$ cat config.mk
export PLATFORM = sky130hd
export DESIGN_NAME = reg_file_mwb
export DESIGN_NICKNAME = d
export VERILOG_FILES = /design/src/rtl/reg_file_mwb.sv
export SDC_FILE = /design/constraint.sdc
export NUM_CORES = 1
export LEC_CHECK = 0
export BUFFER_PORTS_ARGS = -buffer_cell sky130_fd_sc_hd__buf_2
export CAP_MARGIN = 25
export CORE_MARGIN = 3
export CORE_UTILIZATION = 60
export CTS_BUF_LIST = sky130_fd_sc_hd__clkbuf_16
export CTS_CLUSTER_DIAMETER = 50
export DETAILED_ROUTE_END_ITERATION = 16
export PLACE_DENSITY = 0.88
export SYNTH_ARGS = -nofsm -noshare
export SYNTH_HDL_FRONTEND = slang
export SYNTH_SLANG_ARGS = --single-unit
$ cat constraint.sdc
create_clock -name CLK -period 4.1 [get_ports CLK]
set_input_delay 0.615 -clock CLK [delete_from_list [all_inputs] [get_ports CLK]]
set_output_delay 0.615 -clock CLK [all_outputs]
set_load 0.1 [all_outputs]
$ cat src/rtl/reg_file_mwb.sv
// 8 x 8-bit register file with a one-entry pending-write slot for late multiplier results.
// Reads forward from the slot so a result is visible the cycle after it is issued.
module reg_file_mwb #(
    parameter int WIDTH       = 8,
    parameter int ADDR_W      = 3,
    parameter int READ_DELAY  = 2,
    parameter int WRITE_DELAY = 1
) (
    input  logic              CLK,
    input  logic              RESET,
    input  logic [WIDTH-1:0]  IN,
    input  logic [ADDR_W-1:0] INADDRESS,
    input  logic              WRITE,
    input  logic [WIDTH-1:0]  MULT_IN,
    input  logic [ADDR_W-1:0] MULT_ADDRESS,
    input  logic              MULT_WRITE,
    input  logic [ADDR_W-1:0] OUT1ADDRESS,
    input  logic [ADDR_W-1:0] OUT2ADDRESS,
    output logic [WIDTH-1:0]  OUT1,
    output logic [WIDTH-1:0]  OUT2,
    output logic              PENDING,
    output logic [ADDR_W-1:0] PENDING_ADDRESS,
    output logic              WR_CONFLICT
);

    localparam int DEPTH = 1 << ADDR_W;

    localparam logic [0:0] ST_EMPTY = 1'b0;
    localparam logic [0:0] ST_FULL  = 1'b1;

    // The delays only shape the original behavioural model; this model updates at zero delay.
    if (READ_DELAY < 0 || WRITE_DELAY < 0) begin : g_bad_delay
    end

    logic [WIDTH-1:0]  regs_q [DEPTH];
    logic [WIDTH-1:0]  regs_d [DEPTH];
    logic [0:0]        state_q, state_d;
    logic [ADDR_W-1:0] slot_addr_q, slot_addr_d;
    logic [WIDTH-1:0]  slot_data_q, slot_data_d;
    logic              conflict_q, conflict_d;

    always_comb begin
        regs_d      = regs_q;
        state_d     = state_q;
        slot_addr_d = slot_addr_q;
        slot_data_d = slot_data_q;
        conflict_d  = WRITE & MULT_WRITE;

        if (state_q == ST_FULL) begin
            regs_d[slot_addr_q] = slot_data_q;
        end

        // Applied after the commit so the younger ALU result wins on an address clash.
        if (WRITE && !MULT_WRITE) begin
            regs_d[INADDRESS] = IN;
        end

        if (MULT_WRITE) begin
            state_d     = ST_FULL;
            slot_addr_d = MULT_ADDRESS;
            slot_data_d = MULT_IN;
        end else begin
            state_d     = ST_EMPTY;
        end
    end

    always_ff @(posedge CLK) begin
        if (RESET) begin
            for (int i = 0; i < DEPTH; i++) begin
                regs_q[i] <= '0;
            end
            state_q     <= ST_EMPTY;
            slot_addr_q <= '0;
            slot_data_q <= '0;
            conflict_q  <= 1'b0;
        end else begin
            regs_q      <= regs_d;
            state_q     <= state_d;
            slot_addr_q <= slot_addr_d;
            slot_data_q <= slot_data_d;
            conflict_q  <= conflict_d;
        end
    end

    assign OUT1 = (state_q == ST_FULL && slot_addr_q == OUT1ADDRESS) ? slot_data_q
                                                                       : regs_q[OUT1ADDRESS];
    assign OUT2 = (state_q == ST_FULL && slot_addr_q == OUT2ADDRESS) ? slot_data_q
                                                                       : regs_q[OUT2ADDRESS];

    assign PENDING         = state_q[0];
    assign PENDING_ADDRESS = slot_addr_q;
    assign WR_CONFLICT     = conflict_q;

endmodule

==> reports/metrics.cfg <==
[yosys]
yosysSeqAreaShare_pct=31.3
synthesis.area_um2=4920
synth_fp_nets=487
ys_ff_latch=77
yosysTopAreaCell=dfxtp_1
yosys_warnings=0
synth_top_area_share_pct=31.3
syn_inst=455
synth.area.top_cells=dfxtp_1 (31%), mux2i_1 (15%), a211oi_1 (9.8%), mux4_1 (8.5%), mux4_2 (7.3%)
syn_area_per_cell_um2=10.8
ys_types=29

[worst_setup_path]
crit_arrival_ns=2.55
cp_slowest_cell=mux4_1
criticalPathCategory=in2out
cpPeakStageDelay_ns=0.65
required_ns=3.48
crit_path_end_kind=primary output
cp-start-kind=primary input
path_cells=buf_2 > mux4_1 > mux2_2 > mux2_4 > buf_2
path_max_fanout=17
crit_top_cell=buf_2

[finish]
fillCellCount=574
layout_commonest_cell=dfxtp_1
layout_common_cells=dfxtp_1 (77), mux2i_1 (75), nor3_1 (64), a211oi_1 (64), buf_2 (52)
multi_input_area_um2=3080
seqCellArea_um2=1540
syn2layout_area_growth_pct=9.48
num_antenna_cells=0
drive_gt1_share_pct=28.4
nNetsFinal=489
post-route-util_pct=68.7

[cts]
cts_tree=yes
cts.htree.levels=3
numCtsBuffers=9
clk_transition_reported_paths_ns=0.06
ctsHoldBuffers=0
ctsResizeCount=0
post-cts-setup-buffers=0
cts_max_path_buffers=2
worst_skew_pair.late_latency_ns=0.34
cts_sinks=77
clockRootBuffer=clkbuf_16

[power]
vdd_drop_max_mv=0.234
p_comb_share_pct=14.4
seq_power_share_pct=40.8
power.share.switching_pct=26.9
clockPowerShare_pct=44.8
leakage_nw=2.20
switching_power_uw=536
intPower_mw=1.46
p_per_area_nw_per_um2=370

[timing]
fin_crit_ns=3.17
setup_viol=0
tns_ns=0
rsz0062_at_grt=no
fmax_mhz=316
finalCritPeriodShare_pct=77.2
worst_slew_pin_slew_ns=1.02
relSlewSlack_pct=31.6
final_hold_viol_count=0
skew_ns=0.00544
final_max_slew_viol_count=0

[detailed_routing]
wirelength_um=14700
wl_met2_um=6790
ant_nets=0
drt-met1-wl_um=5640
drt_pass1_iterations=5
drc_errors=0
routed.top_layer=met4
vias=4101
post_drt_wl_per_cell_um=26.0
routed_via_density=7.28
routed-wl-met3_um=1510
drt-initial-drc-count=408

[outcome]
outcome=completed

[floorplanning]
dieArea_um2=9320
initial_core_util_pct=62.7
placeableCoreArea_um2=7850
io_pins=53
die_h_um=96.6
die-width_um=96.6
rows=32

[grt]
grt_pass1_wl_um=22200
grt_overflow=0
grtUsageTotal_pct=32.3
antenna_found_initial=0
grt_max_degree=46
first_global_vias=3982

[job]
cap_violations=0

[min_path]
hp-class=in2reg

[placed_design]
dp_hpwl_um=9130
place.gp.congestion=0.915
numPortBuffers=52

[metrics by stage]
| stage | cell area (um2) | cells | hold WS [ns] | power (mW) | worst slack [ns] |
|---|---|---|---|---|---|
| after floorplan | 4920 | 455 | 0.533 | 1.05 | 1.24 |
| after global placement | 5060 | 548 | 0.551 | 1.10 | 0.968 |
| after detailed placement | 5060 | 548 | 0.556 | 1.11 | 0.906 |
| after CTS | 5390 | 563 | 0.511 | 1.99 | 0.914 |
| after global routing | 5390 | 563 | 0.535 | 2.04 | 0.852 |
| final | 5390 | 563 | 0.512 | 1.99 | 0.935 |
[worst paths after layout]
kind / endpoint / depth (start not counted) / slack, ns / from
worst max-delay path: OUT2[4] / 5 / 0.93 / OUT2ADDRESS[0]
worst min-delay path: WR_CONFLICT$_SDFF_PP0_ / 2 / 0.51 / WRITE
worst max register to register: regs_q[35]$_SDFF_PP0_ / 3 / 1.90 / PENDING_ADDRESS[0]$_SDFFE_PP0P_
worst min register to register: regs_q[56]$_SDFF_PP0_ / 2 / 0.57 / regs_q[56]$_SDFF_PP0_
[critical path, delay by kind of cell]
kind / cells / cell delay [ns]
buffers and inverters: 2 / 0.73
multiplexers: 3 / 1.19
[final cells by class]
cell class,instances,share of cell area [%]
Timing Repair Buffer,59,5.81
Tap cell,102,2.37
Sequential cell,77,28.6
Clock inverter,6,1.90
Clock buffer,9,4.18
Multi-Input combinational cell,310,57.1
[registers in the layout, indices dropped and copies added (netlist names)]
name / cells
PENDING_ADDRESS: 3
slot_data_q: 8
WR_CONFLICT: 1
regs_q: 64
PENDING: 1
[kinds of logic after synthesis]
| logic type | share of synthesized area (%) |
|---|---|
| xor+xnor | 1.07 |
| simple gates | 11.4 |
| flops | 31.3 |
| buf+inv | 6.81 |
| compound gates | 9.76 |
| mux | 39.7 |
[synthesized netlist by cell type]
cell type,count
nand2b_1,2
buf_6,4
buf_1,11
or2_1,4
buf_12,2
mux2_2,16
nand3b_1,1
nand4_1,1
buf_2,11
or2_2,5
clkbuf_2,3
nand4_2,2
nor2b_1,1
nand4b_1,3
nor4bb_1,3
and2_1,1
mux4_2,16
a211oi_1,64
nor2_1,11
xnor2_1,6
mux2_4,16
mux2i_1,75
or3b_1,1
nor4b_1,1
clkbuf_1,37
dfxtp_1,77
nand2_1,1
mux4_1,16
nor3_1,64
[layer usage]
layer,vias to the layer above,track usage [%]
li1,1755,-
met1,1995,40.3
met2,290,51.4
met3,61,8.37
met4,0,16.7
met5,-,0
[power groups by stage]
| stage | Sequential, mW | Clock, mW | Combinational [mW] |
|---|---|---|---|
| 4_1_cts | 0.811 | 0.896 | 0.283 |
| 2_1_floorplan | 0.818 | 0 | 0.228 |
| 5_1_grt | 0.815 | 0.921 | 0.299 |
| 3_5_place_dp | 0.826 | 0 | 0.281 |
| 6_report | 0.813 | 0.894 | 0.287 |
| 3_3_place_gp | 0.823 | 0 | 0.275 |
Power figures use the tool's default switching activity.
